<file path="src/rtl/register_file_sb_if.sv">
// Register file bus: two read ports, one write port, reservation port and busy status.
interface register_file_sb_if #(
   parameter int unsigned DATA_W = 32,
   parameter int unsigned ADDR_W = 5
);
   logic [ADDR_W-1:0] read_reg1;
   logic [ADDR_W-1:0] read_reg2;
   logic [DATA_W-1:0] read_data1;
   logic [DATA_W-1:0] read_data2;
   logic              busy1;
   logic              busy2;
   logic              reg_write;
   logic [ADDR_W-1:0] write_reg;
   logic [DATA_W-1:0] write_data;
   logic              rsv_en;
   logic [ADDR_W-1:0] rsv_reg;
   logic              rsv_ok;
   logic [ADDR_W:0]   busy_count;

   modport master (
      output read_reg1, read_reg2, reg_write, write_reg, write_data, rsv_en, rsv_reg,
      input  read_data1, read_data2, busy1, busy2, rsv_ok, busy_count
   );

   modport slave (
      input  read_reg1, read_reg2, reg_write, write_reg, write_data, rsv_en, rsv_reg,
      output read_data1, read_data2, busy1, busy2, rsv_ok, busy_count
   );
endinterface

</file>
<file path="src/rtl/register_file_sb.sv">
// 2-read/1-write register file with write-to-read bypass, optional zero register
// and a per-register busy scoreboard for multicycle write-backs.
module register_file_sb #(
   parameter int unsigned DATA_W   = 32,
   parameter int unsigned ADDR_W   = 5,
   parameter int unsigned ZERO_REG = 1,
   parameter int unsigned BYPASS   = 1
) (
   input logic               clk,
   input logic               rst,
   register_file_sb_if.slave bus
);
   localparam int unsigned NUM_REGS = 2 ** ADDR_W;
   localparam int unsigned CNT_W    = ADDR_W + 1;

   logic [DATA_W-1:0]   mem [NUM_REGS];
   logic [NUM_REGS-1:0] busy;
   logic [CNT_W-1:0]    count;

   logic              wr_zero;
   logic              wr_en;
   logic              rsv_zero;
   logic              rsv_ok;
   logic              rsv_set;
   logic              cnt_inc;
   logic              cnt_dec;
   logic              wb_hit1;
   logic              wb_hit2;
   logic [DATA_W-1:0] rd1;
   logic [DATA_W-1:0] rd2;

   // Write qualification, bypass matches and scoreboard decisions
   always_comb begin
      wr_zero  = (ZERO_REG != 0) && (bus.write_reg == '0);
      rsv_zero = (ZERO_REG != 0) && (bus.rsv_reg == '0);
      wr_en    = bus.reg_write && !wr_zero;
      wb_hit1  = bus.reg_write && (bus.write_reg == bus.read_reg1);
      wb_hit2  = bus.reg_write && (bus.write_reg == bus.read_reg2);
      rsv_ok   = bus.rsv_en && (rsv_zero || !busy[bus.rsv_reg] ||
                                (bus.reg_write && (bus.write_reg == bus.rsv_reg)));
      rsv_set  = rsv_ok && !rsv_zero;
      // Count tracks actual bit transitions so a same-register clear+set nets zero.
      cnt_inc  = rsv_set && !busy[bus.rsv_reg];
      cnt_dec  = bus.reg_write && busy[bus.write_reg] &&
                 !(rsv_set && (bus.rsv_reg == bus.write_reg));
   end

   // Read ports: array read, then bypass, then zero-register override
   always_comb begin
      rd1 = mem[bus.read_reg1];
      rd2 = mem[bus.read_reg2];
      if ((BYPASS != 0) && wr_en && wb_hit1) rd1 = bus.write_data;
      if ((BYPASS != 0) && wr_en && wb_hit2) rd2 = bus.write_data;
      if ((ZERO_REG != 0) && (bus.read_reg1 == '0)) rd1 = '0;
      if ((ZERO_REG != 0) && (bus.read_reg2 == '0)) rd2 = '0;
   end

   // Register array, busy bits and reservation count
   always_ff @(posedge clk or posedge rst) begin
      if (rst) begin
         for (int i = 0; i < int'(NUM_REGS); i++) mem[i] <= '0;
         busy  <= '0;
         count <= '0;
      end else begin
         if (wr_en) mem[bus.write_reg] <= bus.write_data;
         if (bus.reg_write) busy[bus.write_reg] <= 1'b0;
         if (rsv_set) busy[bus.rsv_reg] <= 1'b1;
         count <= count + CNT_W'(cnt_inc) - CNT_W'(cnt_dec);
      end
   end

   assign bus.read_data1 = rd1;
   assign bus.read_data2 = rd2;
   assign bus.busy1      = busy[bus.read_reg1] && !wb_hit1;
   assign bus.busy2      = busy[bus.read_reg2] && !wb_hit2;
   assign bus.rsv_ok     = rsv_ok;
   assign bus.busy_count = count;
endmodule
</file>
<file path="src/flat_wrapper.sv">
// flat-port wrapper written by rule: the top's interface ports become plain ports
module register_file_sb_flat 
#(
   parameter int unsigned DATA_W   = 32,
   parameter int unsigned ADDR_W   = 5,
   parameter int unsigned ZERO_REG = 1,
   parameter int unsigned BYPASS   = 1
)
  (clk, rst, bus_read_reg1, bus_read_reg2, bus_reg_write, bus_write_reg, bus_write_data, bus_rsv_en, bus_rsv_reg, bus_read_data1, bus_read_data2, bus_busy1, bus_busy2, bus_rsv_ok, bus_busy_count);
  register_file_sb_if #(.DATA_W(DATA_W), .ADDR_W(ADDR_W)) bus_i ();
  input logic clk;
  input logic rst;
  input wire logic [$bits(bus_i.read_reg1)-1:0] bus_read_reg1;
  input wire logic [$bits(bus_i.read_reg2)-1:0] bus_read_reg2;
  input wire logic [$bits(bus_i.reg_write)-1:0] bus_reg_write;
  input wire logic [$bits(bus_i.write_reg)-1:0] bus_write_reg;
  input wire logic [$bits(bus_i.write_data)-1:0] bus_write_data;
  input wire logic [$bits(bus_i.rsv_en)-1:0] bus_rsv_en;
  input wire logic [$bits(bus_i.rsv_reg)-1:0] bus_rsv_reg;
  output wire logic [$bits(bus_i.read_data1)-1:0] bus_read_data1;
  output wire logic [$bits(bus_i.read_data2)-1:0] bus_read_data2;
  output wire logic [$bits(bus_i.busy1)-1:0] bus_busy1;
  output wire logic [$bits(bus_i.busy2)-1:0] bus_busy2;
  output wire logic [$bits(bus_i.rsv_ok)-1:0] bus_rsv_ok;
  output wire logic [$bits(bus_i.busy_count)-1:0] bus_busy_count;
  assign bus_i.read_reg1 = bus_read_reg1;
  assign bus_i.read_reg2 = bus_read_reg2;
  assign bus_i.reg_write = bus_reg_write;
  assign bus_i.write_reg = bus_write_reg;
  assign bus_i.write_data = bus_write_data;
  assign bus_i.rsv_en = bus_rsv_en;
  assign bus_i.rsv_reg = bus_rsv_reg;
  assign bus_read_data1 = bus_i.read_data1;
  assign bus_read_data2 = bus_i.read_data2;
  assign bus_busy1 = bus_i.busy1;
  assign bus_busy2 = bus_i.busy2;
  assign bus_rsv_ok = bus_i.rsv_ok;
  assign bus_busy_count = bus_i.busy_count;
  register_file_sb #(.DATA_W(DATA_W), .ADDR_W(ADDR_W), .ZERO_REG(ZERO_REG), .BYPASS(BYPASS)) u_core (.clk(clk), .rst(rst), .bus(bus_i));
endmodule
</file>
<file path="config.mk">
export PLATFORM = sky130hd
export DESIGN_NAME = register_file_sb_flat
export DESIGN_NICKNAME = d
export VERILOG_FILES = /design/src/rtl/register_file_sb_if.sv /design/src/rtl/register_file_sb.sv /design/src/flat_wrapper.sv
export SDC_FILE = /design/constraint.sdc
export NUM_CORES = 2
export LEC_CHECK = 0
export BUFFER_PORTS_ARGS = -buffer_cell sky130_fd_sc_hd__buf_2
export CAP_MARGIN = 30
export CORE_MARGIN = 1
export CORE_UTILIZATION = 30
export CTS_CLUSTER_SIZE = 40
export DETAILED_ROUTE_END_ITERATION = 10
export SYNTH_ARGS = -nofsm -noshare
export SYNTH_HDL_FRONTEND = slang
export SYNTH_SLANG_ARGS = --single-unit
</file>
<file path="constraint.sdc">
create_clock -name clk -period 39.1 [get_ports clk]
set_input_delay 0 -clock clk [delete_from_list [all_inputs] [get_ports clk]]
set_output_delay 0 -clock clk [all_outputs]
set_load 0.05 [all_outputs]
</file>
==> out/qor.yml <==
drt_iter0_markers: 2952
ys_seq_area_share_pct: 46.1
drc: 0
yosysTopAreaCell: "dfrtp_1"
grt_first_pass_wirelength_mm: 264
fin_skew_ps: 7.18
synthArstFlopShare_pct: 100
start_kind: "input pin"
run_status: "finished with violations"
clk_path_buf_depth: 3
gr-total-overflow: 0
fin_crit_sh_pct: 12.8
cts.htree.levels: 3
critical_path_peak_fanout: 93
power_frac_seq_pct: 43.2
yosysWarnings: 0
setup_viol: 0
power.switching_w: 0.000984
yosysMostFrequentCell: "dfrtp_1"
area_growth_syn_to_layout_pct: 13.0
final_cell_area_sq_mm: 0.0652
route.met2.wl_mm: 89.1
dr_wl_met3_mm: 8.86
cts_buffers: 108
p_per_area_mw_per_mm2: 52.1
drv_slew: 0
multi_input_area_sq_mm: 0.0293
synthFlopType: "dfrtp_1"
cts_tree: "done"
pwr-share-clk_pct: 33.3
ir_drop_mv: 0.0335
pwr-share-comb_pct: 23.5
ant_nets: 0
synth_cell_types: 52
cts.sinks: 1062
synth_edf_count: 0
core_sq_mm: 0.191
syn_area_per_cell_sq_um: 15.1
grt_pass1_vias: 37485
wl_per_cell_um: 28.2
grt_max_degree: 160
met1_length_mm: 71.7
highest_layer: "met5"
die_w_um: 440
placed_area_sq_mm: 0.0607
clock_latency_ps: 730
synthTopCellsByArea: "dfrtp_1 46%, mux4_2 21%, mux2_2 19%, mux2i_1 4.4%, buf_2 1.5%"
crit_type: "in2out"
die_h_um: 440
postCtsSetupBuffers: 0
io_pins: 129
synth.top_cell.area_share_pct: 46.1
leakage_nw: 27.7
row_count: 160
final-seq-area_sq_mm: 0.0266
worst_pin_slew_ps: 1080
nNetsFinal: 3816
required_ps: 39100
synthTopCellsByCount: "1,062 x dfrtp_1, 992 x mux2_2, 550 x mux4_2"
drt_first_pass_iters: 7
relSlewSlack_pct: 27.3
rsz0062_at_grt: "no"
grt_usage_pct: 18.5
maxCapViolations: 0
wirelength_mm: 179
fillers: 18320
internal_power_w: 0.00241
switching_share_pct: 29.0
synth_nets: 3890
synth_area_sq_mm: 0.0577
worstPathArrival_ps: 5020
setup.worst_path.end_class: "output pin"
period_minus_slack_ps: 5020
dr_total_vias: 35640
failed_checks: "negative hold slack"
port_buffers: 128
root_buffer: "clkbuf_16"
hold_viol: 1
hp-class: "in2reg"
whs_ps: -0.103
ys_ff_latch: 1062
syn_inst: 3827
grt_antenna_before_repair: 8
ctsHoldBuffers: 44
finalSetupTns_ps: 0
start_util_pct: 30.3
drive_above_1_share_pct: 52.1
dieArea_sq_mm: 0.194
gp_congestion: 0.780
clkSlewWorstSetupHoldPaths_ps: 60
via_per_inst: 5.61
ctsResizeCount: 0
max_freq_ghz: 0.199
hpwl_mm: 99.9
metrics by stage:
stage / total power, W / utilization, % / hold WS, ps / worst slack (ps) / cells
global route: 0.00355 / 34.2 / 40.6 / 33690 / 6356
global placement: 0.00225 / 31.7 / 227 / 33830 / 6090
floorplan: 0.00208 / - / 152 / 9210 / 3827
finish: 0.00340 / 34.2 / -0.103 / 34080 / 6357
CTS: 0.00342 / 34.1 / 41.7 / 33830 / 6347
detailed placement: 0.00228 / 31.8 / 235 / 33830 / 6101
worst max-delay path, stage by stage:
cell	delay, ps
buf_8	510
buf_12	650
buf_4	820
buf_4	560
buf_12	300
mux4_2	540
mux2i_1	170
o22ai_1	150
nor3_1	760
nor3_1	110
buf_2	250
layout make-up:
| cell class | instances | share of cell area [%] |
|---|---|---|
| clock inverter | 59 | 1.22 |
| antenna | 1 | 0.00384 |
| sequential | 1062 | 40.8 |
| multi-input combinational | 2291 | 44.9 |
| tap | 2511 | 4.82 |
| timing repair buffer | 261 | 3.33 |
| clock buffer | 143 | 4.73 |
| inverter | 29 | 0.179 |
cell families after synthesis:
family | synth area share [%]
muxes | 45.2
DFF | 46.1
buffers and inverters | 3.58
and+or+nand+nor | 2.43
AOI/OAI and AO/OA | 2.22
xor gates and xnor gates | 0.304
adders and majority gates | 0.165
routing by layer:
layer	global-route usage, %	up-vias
met1	22.8	19447
met2	31.4	1102
met3	2.76	398
met5	0	-
li1	-	14683
met4	9.29	10
path summary, 6_finish.rpt:
path	start	end	slack (ps)	cells after the start
worst max-delay path	bus_read_reg2[0]	bus_read_data2[10]	34080	11
max in group asynchronous	rst	u_core.mem[854]	35430	7
worst min-delay path	bus_write_reg[1]	u_core.busy[0]	-0.1	3
worst max register to register	u_core.busy[15]	u_core.bus.busy_count[5]	35840	12
worst min register to register	u_core.mem[1019]	u_core.mem[1019]	400	0
min in group asynchronous	rst	u_core.mem[964]	580	4
cell usage in the layout, fill, tap and decap left out, types with 5 or more instances in the layout:
cell,instances
buf_8,6
mux2i_1,253
nand2_1,8
clkbuf_1,10
xnor2_1,9
mux4_2,550
buf_4,66
buf_2,124
nand3_1,5
clkbuf_16,108
clkinvlp_4,5
nor3_1,127
nand2_4,15
dfrtp_1,1062
a32o_1,32
dlygate4sd3_1,44
o22ai_1,124
a21oi_1,5
inv_1,28
bufinv_16,16
nor2_1,70
mux2_2,992
nor2_4,16
ha_1,6
clkbuf_8,25
nor2b_1,7
xor2_1,11
buf_16,14
clkinv_2,28
buf_12,7
sequential cells by signal, summed over array words and instances, names as in the netlist:
register,count
u_core.busy,32
u_core.bus.busy_count,6
u_core.mem,1024
power groups by stage:
stage | clock, W | sequential, W | combinational (W)
2_1_floorplan | 0 | 0.00145 | 0.000633
3_3_place_gp | 0 | 0.00147 | 0.000782
3_5_place_dp | 0 | 0.00148 | 0.000797
4_1_cts | 0.00116 | 0.00146 | 0.000803
5_1_grt | 0.00120 | 0.00150 | 0.000853
6_report | 0.00113 | 0.00147 | 0.000797
No activity file was read; power rests on OpenSTA's default activity.
